### src/rtl/phy_rx_serial.sv
// Receive-side serial-to-parallel converter: finds byte alignment on the idle
// comma, declares the link active after SYNC_COUNT aligned commas, then emits lane-tagged bytes.
module phy_rx_serial #(
  parameter logic [7:0]  COMMA      = 8'hBC,
  parameter int unsigned SYNC_COUNT = 4
) (
  input  logic       clk_32f,
  input  logic       reset,
  input  logic       data_in,
  output logic       active,
  output logic [7:0] data_out,
  output logic       valid_out,
  output logic       byte_strobe,
  output logic [1:0] lane_out
);

  typedef enum logic [1:0] {
    ST_SEARCH,
    ST_ALIGN,
    ST_ACTIVE
  } state_t;

  localparam logic [3:0] SYNC_TARGET = 4'(SYNC_COUNT);

  state_t     state, state_nxt;
  logic [7:0] sr;
  logic [2:0] bit_cnt, bit_cnt_nxt;
  logic [3:0] bc_cnt, bc_cnt_nxt;
  logic [1:0] lane_cnt, lane_cnt_nxt;
  logic [7:0] data_nxt;
  logic       valid_nxt;
  logic       strobe_nxt;
  logic [1:0] lane_out_nxt;
  logic       is_comma;
  logic       boundary;

  // Compare only the registered shift register, never data_in directly.
  assign is_comma = (sr == COMMA);
  assign boundary = (bit_cnt == 3'd0) && (state != ST_SEARCH);

  always_comb begin
    // NOTE: every output of this block gets a default first, so no path can infer a latch.
    state_nxt    = state;
    bit_cnt_nxt  = 3'(bit_cnt + 3'd1);
    bc_cnt_nxt   = bc_cnt;
    lane_cnt_nxt = lane_cnt;
    data_nxt     = data_out;
    valid_nxt    = valid_out;
    strobe_nxt   = 1'b0;
    lane_out_nxt = lane_out;

    unique case (state)
      ST_SEARCH: begin
        bit_cnt_nxt = 3'd0;
        if (is_comma) begin
          // The matching cycle is boundary 0 of the new framing.
          state_nxt   = ST_ALIGN;
          bc_cnt_nxt  = 4'd1;
          bit_cnt_nxt = 3'd1;
        end
      end

      ST_ALIGN: begin
        if (boundary) begin
          if (is_comma) begin
            bc_cnt_nxt = 4'(bc_cnt + 4'd1);
            if (4'(bc_cnt + 4'd1) == SYNC_TARGET) begin
              state_nxt    = ST_ACTIVE;
              lane_cnt_nxt = 2'd0;
            end
          end else begin
            state_nxt   = ST_SEARCH;
            bc_cnt_nxt  = 4'd0;
            bit_cnt_nxt = 3'd0;
          end
        end
      end

      ST_ACTIVE: begin
        // Sticky: framing is trusted once synchronized, bc_cnt stays saturated.
        if (boundary) begin
          data_nxt     = sr;
          valid_nxt    = !is_comma;
          strobe_nxt   = 1'b1;
          lane_out_nxt = lane_cnt;
          lane_cnt_nxt = 2'(lane_cnt + 2'd1);
        end
      end

      default: begin
        state_nxt = ST_SEARCH;
      end
    endcase
  end

  always_ff @(posedge clk_32f or negedge reset) begin
    if (!reset) begin
      state       <= ST_SEARCH;
      sr          <= 8'h00;
      bit_cnt     <= 3'd0;
      bc_cnt      <= 4'd0;
      lane_cnt    <= 2'd0;
      active      <= 1'b0;
      data_out    <= 8'h00;
      valid_out   <= 1'b0;
      byte_strobe <= 1'b0;
      lane_out    <= 2'd0;
    end else begin
      // NOTE: non-blocking assignments so every flop samples pre-edge values.
      state       <= state_nxt;
      sr          <= {sr[6:0], data_in};
      bit_cnt     <= bit_cnt_nxt;
      bc_cnt      <= bc_cnt_nxt;
      lane_cnt    <= lane_cnt_nxt;
      active      <= (state_nxt == ST_ACTIVE);
      data_out    <= data_nxt;
      valid_out   <= valid_nxt;
      byte_strobe <= strobe_nxt;
      lane_out    <= lane_out_nxt;
    end
  end

endmodule

### config.mk
export PLATFORM = sky130hd
export DESIGN_NAME = phy_rx_serial
export DESIGN_NICKNAME = d
export VERILOG_FILES = /design/src/rtl/phy_rx_serial.sv
export SDC_FILE = /design/constraint.sdc
export NUM_CORES = 1
export LEC_CHECK = 0
export ABC_AREA = 1
export ABC_CLOCK_PERIOD_IN_PS = 1300
export CORE_MARGIN = 2
export CORE_UTILIZATION = 43
export DETAILED_ROUTE_END_ITERATION = 7
export GPL_ROUTABILITY_DRIVEN = 0
export PLACE_DENSITY = 0.65
export RECOVER_POWER = 25
export SLEW_MARGIN = 20
export SYNTH_ARGS = -nofsm -noshare
export SYNTH_HDL_FRONTEND = slang
export SYNTH_SLANG_ARGS = --single-unit
### constraint.sdc
create_clock -name clk_32f -period 1.3 [get_ports clk_32f]
set_input_delay 0.325 -clock clk_32f [delete_from_list [all_inputs] [get_ports clk_32f]]
set_output_delay 0.325 -clock clk_32f [all_outputs]
set_load 0.02 [all_outputs]
==> metrics.yaml, run 1 <==
dieArea_sq_um: 3690
yosys_register_bits: 32
worst_path_dominant_cell_family: "simple AND/OR/NAND/NOR gates"
syn_area_per_cell_sq_um: 9.42
required_ns: 1.53
synth_edf_count: 0
fmax_mhz: 777
syn_nets: 154
hold_class: "flip-flop to flip-flop"
via_count: 1058
routedWlPerCell_microns: 11.0
clockBufferDepth: 2
grt_pass1_vias: 976
crit-reg2reg-capture: "bit_cnt[0]"
antenna_found_initial: 0
syn_area_sq_um: 1390
setup_viol: 0
powerDensity_nw_per_um2: 1070
status: "complete, no violations"
cts.sinks: 32
overflow: 0
utilization_pct: 57.7
ir_drop_v: 0.000633
worstMarginPinSlew_ns: 0.773
ant_nets: 0
drive_gt1_share_pct: 39.1
grt.total_usage_pct: 16.2
finalHoldViolCount: 0
end_kind: "flip-flop"
drv_cap: 0
layout_min_cycle_time_ns: 1.29
path_buf_inv: 2
hpwl_microns: 1690
dr_wl_met2_microns: 1230
ys_warn_count: 0
drtIter0Drc: 21
power_leakage_nw: 0.958
cts-buffers-inserted: 5
area_delta_synth_final_pct: 27.1
io_pins: 16
clk_latency_ns: 0.33
synthArstFlopShare_pct: 100
ys_seq_area_share_pct: 57.8
n_antenna_cell: 0
slowest_stage: "dfrtp_1"
synth.distinct_cells: 21
crit_cells: 9
wl_met1_microns: 1130
netlist_top_cells_area: "dfrtp_1 (58%), nand2_1 (14%), inv_1 (4.3%), ha_1 (3.6%), nor2_4 (3.3%)"
yosys.area.top_type: "dfrtp_1"
clock_tree.root_cell: "clkbuf_4"
cpPeakStageDelay_ns: 0.40
viasPerCell: 4.64
fillers: 289
placement.io_buffers: 15
drv_slew: 0
rows: 20
wl_met3_microns: 100
grt_max_degree: 33
die_w_microns: 60.8
cts_tree: "built"
fin_crit_sh_pct: 99.0
firstDrtPassIters: 6
highest_layer: "met4"
r2r_setup_slack_ns: 0.01
startpoint_type: "flip-flop"
initial_core_util_pct: 45.4
grt_first_pass_wirelength_microns: 4260
crit_end: "bit_cnt[0]"
final_net_count: 190
relSlewSlack_pct: 48.5
fp.dieH_microns: 60.8
synthTopCellsByCount: "nand2_1 (50), dfrtp_1 (32), inv_1 (16)"
drc: 0
synth-main-ff-cell: "dfrtp_1"
rsz0062_at_grt: "yes"
r2r_start: "bit_cnt[0]"
worstSetupPathType: "flip-flop to flip-flop"
cp.arrival_ns: 1.51
crit_chain: "inv_2 -> ha_4 -> inv_2 -> nor2_4 -> o21ai_4 -> nand2_2 -> nand3_2 -> nand2_1 -> nand2_1"
h-tree-depth: 2
core-area_sq_um: 3050
clk_pin_slew_ns: 0.10
skew_ns: 0.0111
synth_top_area_share_pct: 57.8
reg2reg_depth: 9
drt-total-wl_microns: 2500
netlist_instances: 147
finalPower_mw: 1.88
cp_max_fo: 3
crit_start: "bit_cnt[0]"
yosysMostFrequentCell: "nand2_1"
registers in the layout (all words and copies together), names as in the netlist:
signal and flops:
bc_cnt 4, valid_out 1, bit_cnt 3, data_out 8, byte_strobe 1, state 2
sr 8, active 1, lane_out 2, lane_cnt 2
power by group:
| group | internal [mW] | total [mW] | switching, mW |
|---|---|---|---|
| sequential | 1.03 | 1.06 | 0.0296 |
| combinational | 0.120 | 0.274 | 0.154 |
| clock | 0.207 | 0.546 | 0.339 |
metrics by stage:
step           setup TNS, ns  setup slack, ns  hold WS [ns]  area [sq um]  cells
5_1_grt               -0.892          -0.0994         0.423          1760    228
2_1_floorplan              0           0.0368        0.0294          1390    147
4_1_cts              -0.0794          -0.0217         0.343          1720    222
6_report                   0           0.0133         0.407          1760    228
3_3_place_gp         -0.0476          -0.0167         0.360          1660    213
3_5_place_dp          -0.440          -0.0847         0.365          1660    213
how the worst min path moves through the flow:
stage                     start   endpoint  slack (ns)  cells past startpoint
after global routing      sr[3]      sr[4]        0.42                      0
after global placement    sr[1]      sr[2]        0.36                      0
after floorplan           reset     active        0.03                      0
final                     sr[0]      sr[1]        0.41                      0
after detailed placement  sr[1]      sr[2]        0.37                      0
after CTS                 reset  valid_out        0.34                      2
area by class of cell:
cell class | count | area (sq um) | share of cell area, %
clock inverter | 3 | 18.8 | 1.07
sequential | 32 | 802 | 45.6
timing repair buffer | 30 | 208 | 11.8
tap | 44 | 55.1 | 3.13
inverter | 19 | 76.3 | 4.34
clock buffer | 5 | 37.5 | 2.13
multi-input combinational | 95 | 563 | 32.0
what timing repair did:
| item | in CTS | in global routing |
|---|---|---|
| gates resized for setup | 64 | 13 |
| hold buffers | 0 | 0 |
| pin swaps | 6 | 8 |
| endpoints found under the setup margin | 21 | 25 |
| buffers inserted | 1 | 6 |
cells by family after synthesis:
family	share of synthesized area [%]
simple gates	26.5
flops	57.8
compound gates	4.52
xor+xnor	1.26
fa+ha+maj	3.61
buf+inv	6.32
cells in the final DEF (no fill, tap or decap), drive strengths merged, types with 4 or more instances in the layout:
cell type  instances
nand2             53
dfrtp             32
buf               27
inv               18
nor2              14
nand3              9
o21ai              7
clkbuf             6
clkinv             4
ha                 4
metal layers:
metal / global-route usage [%] / vias to the layer above
li1: - / 531
met1: 20.9 / 507
met2: 24.1 / 16
met3: 6.40 / 4
met4: 7.45 / 0
met5: 0 / -
No activity file was read; power rests on OpenSTA's default activity.
==> run 2, diff against run 1 <==
--- a/config.mk
+++ b/config.mk
@@ -11,8 +11,9 @@
 export CORE_UTILIZATION = 43
 export DETAILED_ROUTE_END_ITERATION = 7
 export GPL_ROUTABILITY_DRIVEN = 0
+export MAX_ROUTING_LAYER = met4
 export PLACE_DENSITY = 0.65
-export RECOVER_POWER = 25
+export RECOVER_POWER = 100
 export SLEW_MARGIN = 20
 export SYNTH_ARGS = -nofsm -noshare
 export SYNTH_HDL_FRONTEND = slang
==> run 2 against run 1 <==
Effect of this change: critical path depth unchanged; cell count unchanged; utilization unchanged; global-route usage increased by 0.52 points; clock-buffer cell count unchanged; final area unchanged; largest cell class unchanged; largest power group unchanged; highest routed layer unchanged.
==> metrics.yaml, run 2 (same netlist as run 1, synthesis figures left out) <==
status: "complete, no violations"  # unchanged
drv_slew: 0  # unchanged
grt_max_degree: 33  # unchanged
r2r_setup_slack_ns: 0.01  # about the same
grt_first_pass_wirelength_microns: 4260  # about the same
n_antenna_cell: 0  # unchanged
drive_gt1_share_pct: 39.1  # unchanged
via_count: 1056  # was 1058
required_ns: 1.53  # about the same
clk_pin_slew_ns: 0.10  # about the same
worst_path_dominant_cell_family: "simple AND/OR/NAND/NOR gates"  # unchanged
routedWlPerCell_microns: 10.9  # was 11.0 microns
layout_min_cycle_time_ns: 1.29  # about the same
grt_busiest_layer: "met2"  # unchanged
gr-usage-met1_pct: 20.9  # unchanged
drv_cap: 0  # unchanged
slowest_stage: "dfrtp_1"  # unchanged
firstDrtPassIters: 4  # was 6
cts-buffers-inserted: 5  # unchanged
utilization_pct: 57.7  # unchanged
rows: 20  # unchanged
die_w_microns: 60.8  # unchanged
initial_core_util_pct: 45.4  # unchanged
ir_drop_v: 0.000635  # was 0.000633 V
use_met3_pct: 6.40  # unchanged
dieArea_sq_um: 3690  # unchanged
overflow: 0  # unchanged
crit_cells: 9  # unchanged
whs_endpoint: "sr[1]"  # unchanged
rsz0062_at_grt: "yes"  # unchanged
drc: 0  # unchanged
layout_commonest_cell: "nand2_1"  # unchanged
relSlewSlack_pct: 48.4  # was 48.5%
end_kind: "flip-flop"  # unchanged
fmax_mhz: 777  # about the same
crit_chain: "inv_2 -> ha_4 -> inv_2 -> nor2_4 -> o21ai_4 -> nand2_2 -> nand3_2 -> nand2_1 -> nand2_1"  # unchanged
antenna_found_initial: 0  # unchanged
worstMarginPinSlew_ns: 0.774  # was 0.773 ns
r2r_start: "bit_cnt[0]"  # unchanged
cts_tree: "built"  # unchanged
h-tree-depth: 2  # unchanged
fin_crit_sh_pct: 99.0  # about the same
whs_ns: 0.407  # about the same
viasPerCell: 4.63  # was 4.64
cp.arrival_ns: 1.52  # was 1.51 ns
ant_nets: 0  # unchanged
reg.largest.list: "data_out x8, sr x8, bc_cnt x4"  # unchanged
area_delta_synth_final_pct: 27.1  # unchanged
startpoint_type: "flip-flop"  # unchanged
grt.total_usage_pct: 16.7  # was 16.2%
min_delay_path_depth: 0  # unchanged
cts.sinks: 32  # unchanged
cp_max_fo: 3  # unchanged
final_cell_mix: "nand2_1 (44), dfrtp_1 (31), clkbuf_2 (14)"  # was nand2_1 (44), dfrtp_1 (31), buf_2 (13), buf_4 (13), inv_1 (11)
placement.io_buffers: 15  # unchanged
io_pins: 16  # unchanged
skew_ns: 0.0107  # was 0.0111 ns
final_net_count: 190  # unchanged
setup_viol: 0  # unchanged
reg2reg_depth: 9  # unchanged
hp-start: "sr[0]"  # unchanged
drtIter0Drc: 16  # was 21
grt_pass1_vias: 976  # unchanged
worstSetupPathType: "flip-flop to flip-flop"  # unchanged
clockBufferDepth: 2  # unchanged
finalHoldViolCount: 0  # unchanged
core-area_sq_um: 3050  # unchanged
path_buf_inv: 2  # unchanged
powerDensity_nw_per_um2: 1070  # about the same
use_met2_pct: 24.1  # unchanged
hold_class: "flip-flop to flip-flop"  # unchanged
hpwl_microns: 1690  # unchanged
power_leakage_nw: 0.945  # was 0.958 nW
drt-total-wl_microns: 2500  # about the same
clock_tree.root_cell: "clkbuf_4"  # unchanged
clk_latency_ns: 0.33  # about the same
fp.dieH_microns: 60.8  # unchanged
crit-reg2reg-capture: "bit_cnt[0]"  # unchanged
cpPeakStageDelay_ns: 0.40  # about the same
-- run 2: cell types whose count changed in the layout (fill, tap and decap cells not counted), sizes merged --
cell,previous run,this run
clkbuf,6,19
buf,27,14
-- run 2: how the worst max path moves through the flow --
stage	end	slack [ns]	from
floorplan	lane_cnt[1]	0.04	bit_cnt[0]
global placement	lane_cnt[0]	-0.02	bit_cnt[0]
detailed placement	lane_cnt[0]	-0.08	bit_cnt[0]
CTS	lane_out[1]	-0.02	bit_cnt[1]
global route	lane_cnt[0]	-0.1	sr[1]
finish	bit_cnt[0]	0.01	bit_cnt[0]
-- run 2: where the power goes --
| group | switching, mW | internal (mW) |
|---|---|---|
| Combinational | 0.154 | 0.120 |
| Sequential | 0.0295 | 1.03 |
| Clock | 0.341 | 0.207 |
| Total | 0.525 | 1.36 |
-- run 2: final cells by class --
type	count	area, sq um
clock buffers	5	37.5
fillers	289	1290
multi-input cells	95	563
well taps	44	55.1
clock inverters	3	18.8
inverters	19	76.3
flip-flops and latches	32	802
repair buffers	30	208
-- run 2: routing by layer --
layer  vias up  part of all wire [%]
li1        532                     -
met1       504                    46
met2        15                    48
met3         5                   3.8
met4         0                   2.2
met5         -                     0
-- run 2: worst reg2reg max path, delay by kind of cell, from the launching register on --
kind	cells	cell delay [ns]
flops	1	0.40
simple gates	5	0.47
buf+inv	2	0.12
compound gates	1	0.09
fa+ha+maj	1	0.12
-- run 2: through the flow --
| step | setup TNS [ns] | total power, mW | instances | instance area (sq um) | setup WS, ns |
|---|---|---|---|---|---|
| final | 0 | 1.88 | 228 | 1760 | 0.0125 |
| after global routing | -0.893 | 1.99 | 228 | 1760 | -0.0993 |
| after CTS | -0.0794 | 1.89 | 222 | 1720 | -0.0217 |
| after detailed placement | -0.440 | 1.30 | 213 | 1660 | -0.0847 |
| after global placement | -0.0476 | 1.29 | 213 | 1660 | -0.0167 |
| after floorplan | 0 | 1.19 | 147 | 1390 | 0.0368 |
-- run 2: timing repair --
action	4_1_cts	5_1_grt
endpoints found under the setup margin	21	25
gates cloned	0	0
pin swaps	6	8
buffers inserted	1	6
endpoints found under the hold margin	0	0
hold buffers	0	0
resized for setup	64	13
==> run 3, diff against run 2 <==
--- a/config.mk
+++ b/config.mk
@@ -9,6 +9,7 @@
 export ABC_CLOCK_PERIOD_IN_PS = 1300
 export CORE_MARGIN = 2
 export CORE_UTILIZATION = 43
+export CTS_CLUSTER_DIAMETER = 50
 export DETAILED_ROUTE_END_ITERATION = 7
 export GPL_ROUTABILITY_DRIVEN = 0
 export MAX_ROUTING_LAYER = met4
==> results of run 3 <==
No change in the layout: final DEF, timing and power equal those of run 2.
